`src/rtl/regfile_pkg.sv`:
```
// Shared constants and types for the 2-read/1-write architectural register file.
package regfile_pkg;

  localparam int XLEN = 32;
  localparam int NREG = 32;
  localparam int AW   = $clog2(NREG);

  typedef logic [AW-1:0]   reg_addr_t;
  typedef logic [XLEN-1:0] reg_word_t;

  localparam reg_addr_t REG_ZERO = '0;

endpackage

```
`src/rtl/regfile_read_port.sv`:
```
// One registered read port: index mux, x0 masking, optional write-through bypass.
// REGFILE_BYPASS_EN forwards same-cycle write data to a matching nonzero read.
module regfile_read_port
  import regfile_pkg::*;
(
  input  logic      clk,
  input  logic      rst,
  input  reg_word_t mem [NREG],
  input  logic      we,
  input  reg_addr_t waddr,
  input  reg_word_t wdata,
  input  logic      re,
  input  reg_addr_t raddr,
  output reg_word_t rdata,
  output logic      rvalid
);

  reg_word_t value;

`ifdef REGFILE_BYPASS_EN
  always_comb begin
    value = mem[raddr];
    if (raddr == REG_ZERO) begin
      value = '0;
    end else if (we && (waddr == raddr)) begin
      value = wdata;
    end
  end
`else
  // Write port is only consumed by the bypass build.
  logic unused_wr;
  assign unused_wr = ^{we, waddr, wdata};

  always_comb begin
    value = mem[raddr];
    if (raddr == REG_ZERO) begin
      value = '0;
    end
  end
`endif

  always_ff @(posedge clk or posedge rst) begin
    if (rst) begin
      rdata  <= '0;
      rvalid <= 1'b0;
    end else begin
      rvalid <= re;
      if (re) begin
        rdata <= value;
      end
    end
  end

endmodule

```
`src/rtl/regfile_2r1w.sv`:
```
// 32x32 register file, two registered read ports and one write port; x0 reads zero.
// REGFILE_BYPASS_EN enables write-through forwarding on same-cycle write/read.
module regfile_2r1w
  import regfile_pkg::*;
(
  input  logic      clk,
  input  logic      rst,
  input  logic      we,
  input  reg_addr_t waddr,
  input  reg_word_t wdata,
  input  logic      re_a,
  input  reg_addr_t raddr_a,
  output reg_word_t rdata_a,
  output logic      rvalid_a,
  input  logic      re_b,
  input  reg_addr_t raddr_b,
  output reg_word_t rdata_b,
  output logic      rvalid_b
);

  reg_word_t mem [NREG];

  // Writes to x0 are dropped, so mem[0] stays at its reset value of zero.
  always_ff @(posedge clk or posedge rst) begin
    if (rst) begin
      for (int i = 0; i < NREG; i++) begin
        mem[i] <= '0;
      end
    end else if (we && (waddr != REG_ZERO)) begin
      mem[waddr] <= wdata;
    end
  end

  regfile_read_port u_port_a (
    .clk    (clk),
    .rst    (rst),
    .mem    (mem),
    .we     (we),
    .waddr  (waddr),
    .wdata  (wdata),
    .re     (re_a),
    .raddr  (raddr_a),
    .rdata  (rdata_a),
    .rvalid (rvalid_a)
  );

  regfile_read_port u_port_b (
    .clk    (clk),
    .rst    (rst),
    .mem    (mem),
    .we     (we),
    .waddr  (waddr),
    .wdata  (wdata),
    .re     (re_b),
    .raddr  (raddr_b),
    .rdata  (rdata_b),
    .rvalid (rvalid_b)
  );

endmodule

```
`config.mk`:
```
export PLATFORM = sky130hd
export DESIGN_NAME = regfile_2r1w
export DESIGN_NICKNAME = d
export VERILOG_FILES = /design/src/rtl/regfile_pkg.sv /design/src/rtl/regfile_read_port.sv /design/src/rtl/regfile_2r1w.sv
export SDC_FILE = /design/constraint.sdc
export NUM_CORES = 2
export LEC_CHECK = 0
export CAP_MARGIN = 5
export CORE_ASPECT_RATIO = 1.2
export CORE_UTILIZATION = 50
export DETAILED_ROUTE_END_ITERATION = 16
export HOLD_SLACK_MARGIN = 0.12
export PLACE_DENSITY_LB_ADDON = 0.25
export SKIP_LAST_GASP = 1
export SLEW_MARGIN = 20
export SYNTH_ARGS = -nofsm -noshare
export SYNTH_HDL_FRONTEND = slang
export SYNTH_SLANG_ARGS = --single-unit
```
`constraint.sdc`:
```
create_clock -name clk -period 48.2 [get_ports clk]
set_input_delay 14.46 -clock clk [delete_from_list [all_inputs] [get_ports clk]]
set_output_delay 14.46 -clock clk [all_outputs]
set_load 0.02 [all_outputs]
```
== Word level (Yosys, flattened, before mapping) ==
Index checks and enable logic that the tools add are counted.
W data, S select, Z words.
Storage, ports and cells
  RAM bits: 0
  bits in registers: 1090
  memory bits (read-only): 0
  word-level logic and storage cells: 59
  memories kept: 0
  latch bits: 0
  output and inout bits: 66
  input port bits: 52
Cells by class
  mux-type cells: 11
  equal/unequal tests: 0
  divide/modulo/power cells: 0
  shift operators: 0
  reduce and logical (&&, ||, !) cells: 5
  magnitude comparators: 4
  bitwise logic cells: 3
  $add $sub $neg: 0
  $mul: 0
Operators by type and width (number)
  $bwmux W1024: 1
  $bmux W32 S5: 2
  $mux W32: 7
  $demux W32 S5: 1
  $ge A6 B6 Y1 const B: 3
  $not A5 Y6: 3
  $logic_not A5 Y1: 2
  $lt A6 B1 Y1 const B: 1
  $reduce_bool A5 Y1: 1
  $logic_and A1 B1 Y1: 2

== Longest topological paths before layout ==
  depth after elaboration: 6
  mapped depth: 9
  gate-level depth less buffers: 5

== Cells and area by module ==
A second synthesis with hierarchy kept.
Unflattened totals
  cells, all modules: 4018
  area, all modules: 56888.3 um2
By module, submodules not included
  regfile_2r1w: area each 38077.8 um2, sequential area each 25624.6 um2, cells each 2288, instances 1
  regfile_read_port: area each 9405.3 um2, sequential area each 825.8 um2, cells each 865, instances 2

== Worst setup path before layout ==
OpenSTA, ideal clock, no wires.
  path type: input -> register
  start: input raddr_a[0]
  end: register u_port_a.rdata[10]
  data arrival time: 15.996 ns
  library setup time: 0.138 ns
  buffers on the path: 5
  slack: 32.066 ns
  cell stages on the path: 9
  required time: 48.062 ns
  path through: buf_6 buf_8 buf_8 buf_4 buf_4 mux2i_1 o22ai_1 a2111oi_0 a21oi_1
Between the ends
  word-level cells in the longest chain between the ends: 5
  elaborated cells on any way between the ends: 6
  those cells by class: 4 x mux; 1 x bitwise; 1 x reduce/logical
RTL lines
  start, declared: line regfile_2r1w.sv:12  | input reg_addr_t raddr_a,
  $not A5 Y6 (implied by the code): line regfile_read_port.sv:35  | value = mem[raddr];
  $bmux W32 S5: line regfile_read_port.sv:35
  $mux W32 (implied by the code) (2 in series): line regfile_read_port.sv:35
  $mux W32 (*): line regfile_read_port.sv:36  | if (raddr == REG_ZERO) begin
  end signal, assigned: line regfile_read_port.sv:49  | rdata <= value;
  end, declared: line regfile_read_port.sv:14  | output reg_word_t rdata,
Mark *: on every way between the ends. The rest lies on a longest branch, timed or not. The select of a mux whose other input is x is not followed.
A chain may end at the register's enable or synchronous reset.

== Worst setup path after layout ==
  start: input raddr_a[0]
  end: register u_port_a.rdata[18]
Same word-level chain as after synthesis.

==> metrics.cfg <==
[route]
dr.pass1.iters = 5
drc = 0
totalWireLength_um = 179000
avgViaCountPerCell = 6.77
drtAntennaViolNets = 0
drt-initial-drc-count = 3748
wire_per_inst_um = 32.4
vias = 37400

[setup_path]
crit_type = input port to flop
cp.arrival_ns = 18.96
required_ns = 48.77
slowest_delay_ns = 0.88
cpMostUsedCell = buf_4
critPathBufInv = 4
cp-end-kind = flop
cp_top_family = buffers and inverters
critical_path.cell_chain = buf_8 -> buf_4 -> buf_4 -> buf_4 -> mux4_2 -> mux2_2 -> a2111oi_0 -> a21oi_1
cp-start-kind = input port
worst-path-max-fanout = 70
crit_slowest_cell = buf_4

[power_and_ir_drop]
powerDensity_nw_per_um2 = 42.2
finalPower_uw = 2650
irDropWorstVdd_uv = 33.7
p_leak_uw = 0.0272

[clock_network]
cts_buffer_depth = 3
postCtsHoldBufs = 0
cts-resized-gates = 0
cts_tree = done
cts_htree_levels = 3
cts_root_buf = clkbuf_16
cts_buffers = 115
clkTransAtPathRegs_ns = 0.06
clk_latency_ns = 0.72
clock_sinks = 1090
cts_setup_buffers = 0

[sta]
fmax_mhz = 54.4
min_period_over_period_pct = 38.2
fin_skew_ns = 0.0275
finalHoldViolCount = 0
setup_viol = 0
slew_violations = 0
period_minus_slack_ns = 18.39
fin_setup_tns_ns = 0
slew_headroom_pct = 19.7
grt_setup_unrepaired = no
worst_pin_slew_ns = 1.20

[finish]
area_growth_pct = 10.5
fin_cells = 5522
multi_input_area_um2 = 27700
fin_nets = 3962
drive_above_1_share_pct = 43.6
seqCellArea_um2 = 27300
fillerInstances = 9133

[floorplan]
pin_count = 118
core_area_um2 = 113000
fp.dieW_um = 310
initial_utilization_pct = 50.4
die_y_um = 371
dieArea_um2 = 115000
placementRows = 135

[logic_synthesis]
synthAdderAreaFrac_pct = 0
syn_avg_cell_area_um2 = 14.1
synth-seq-cells = 1090
synth_nets = 4075
synthMuxAreaShare_pct = 40.3
synth-edff-count = 0
async_flop_share_pct = 100
ys_types = 48
synth-main-ff-cell = dfrtp_1
synthSimpleGateAreaFrac_pct = 1.92
syn-instance-count = 4023
yosysSeqAreaShare_pct = 48.1
yosysWarningCount = 0
synth_compound_area_share_pct = 6.09
synth_top_family_by_area = multiplexers
synthXorXnorAreaFrac_pct = 0
synthesis.area_um2 = 56800

[global_route]
grtUsageTotal_pct = 31.8
overflow = 0
grt_max_degree = 162
grt_pass1_wl_um = 265000
antenna_found_initial = 23
first_global_vias = 38500

[place]
dp.cells = 5299
gp_congestion = 0.848
io_buffers = 117
hpwl_um = 104000

[hold_path]
hp-class = flop to flop

[status]
run_status = finished clean

[run]
max-cap-violations = 0

## placed cells by master (no fill, tap or decap), types with 6 or more instances in the layout
cell and count:
clkbuf_8 26, a211oi_1 7, o21ai_0 63, buf_4 84
a21oi_1 113, clkbuf_16 118, dfrtp_1 1090, o22ai_1 71
a2111oi_0 57, nand2_2 18, mux2i_1 373, nor2_1 73
nand3_1 8, a221oi_1 55, nor2_4 18, and3_1 7
mux4_2 323, mux2_2 1056, nand3b_1 9, o211ai_1 55
o2111ai_1 6, diode_2 9, buf_2 23, a221o_1 6
clkbuf_1 18, clkinv_2 31, nor2b_1 9, o221ai_1 6
bufinv_16 13, o22a_1 55, clkdlybuf4s50_1 89, nand2_1 66
## worst reg2reg max path, stage by stage (launching register included)
cell and delay, ns:
dfrtp_1 0.39, mux4_2 0.47, mux2_2 0.29, a2111oi_0 0.74, a21oi_1 0.08
## through the flow
step | utilization, % | area (µm²) | setup slack, ns | hold WS (ns)
floorplan | - | 56800 | 3.05 | 0.445
global placement | 52.1 | 58700 | 29.03 | 0.382
detailed placement | 52.1 | 58700 | 29.06 | 0.388
CTS | 55.7 | 62700 | 29.81 | 0.401
global route | 55.7 | 62700 | 29.49 | 0.413
finish | 55.7 | 62700 | 29.81 | 0.398
## path summary, 6_finish.rpt
kind / cells past startpoint / from / slack [ns] / endpoint
min in group asynchronous: 2 / rst / 14.31 / mem[520]
hold / removal: 0 / mem[1002] / 0.40 / mem[1002]
hold reg to reg: 0 / mem[1002] / 0.40 / mem[1002]
setup / recovery: 8 / raddr_a[0] / 29.81 / u_port_a.rdata[18]
max in group asynchronous: 5 / rst / 30.69 / mem[689]
setup reg to reg: 4 / mem[524] / 46.08 / u_port_b.rdata[12]
## kinds of logic (layout without fill, tap and decap cells)
logic type             Yosys count  in the layout
AOI/OAI and AO/OA              499            499
buffers and inverters          441            424
DFF                           1090           1090
muxes                         1752           1752
other                            0              9
and+or+nand+nor                241            241
## layout make-up
type | instances | area share (%)
well taps | 1507 | 3.01
inverters | 4 | 0.0359
multi-input cells | 2492 | 44.1
flip-flops and latches | 1090 | 43.5
clock buffers | 161 | 5.37
clock inverters | 52 | 1.01
repair buffers | 207 | 2.91
diodes | 9 | 0.0359
## routing by layer
metal	share of wire (%)	routed length, µm	vias to the layer above	global-route usage (%)
met5	0.039	69	-	0
met4	5.2	9270	10	15.7
met3	8.2	14800	458	5.71
met2	46	82700	1766	49.1
met1	40	72100	20000	43.3
li1	-	-	15200	-
## flip-flops by register name, indices dropped and copies added, names as in the netlist
name and cells:
u_port_b.rdata 32, u_port_b.rvalid 1, mem 1024, u_port_a.rdata 32, u_port_a.rvalid 1
## Yosys cell counts (5+ instances only)
cell | n | share of area, %
clkbuf_1 | 249 | 1.6
o22a_1 | 55 | 0.85
buf_4 | 20 | 0.26
nand3_1 | 10 | 0.088
buf_6 | 17 | 0.34
nor2_1 | 91 | 0.60
mux2i_1 | 373 | 6.6
o21ai_0 | 63 | 0.56
buf_1 | 55 | 0.36
mux2_2 | 1056 | 21
nor3b_1 | 5 | 0.066
mux4_2 | 323 | 13
nand2_1 | 84 | 0.56
a221o_1 | 6 | 0.11
o211ai_1 | 55 | 0.73
a2111oi_0 | 57 | 0.88
and3_1 | 7 | 0.077
nor2b_1 | 9 | 0.099
a21oi_1 | 113 | 1.0
o22ai_1 | 71 | 0.78
o221ai_1 | 6 | 0.093
nor3_1 | 5 | 0.044
nand3b_1 | 9 | 0.12
o2111ai_1 | 6 | 0.093
a211oi_1 | 7 | 0.093
dfrtp_1 | 1090 | 48
buf_2 | 90 | 0.79
buf_8 | 6 | 0.16
a221oi_1 | 55 | 0.85
## power by group
part,switching (µW),total [µW],internal (µW)
combinational,205,494,289
sequential,130,1210,1090
clock,384,938,555
total,718,2650,1930
No activity file was read; power rests on OpenSTA's default activity.
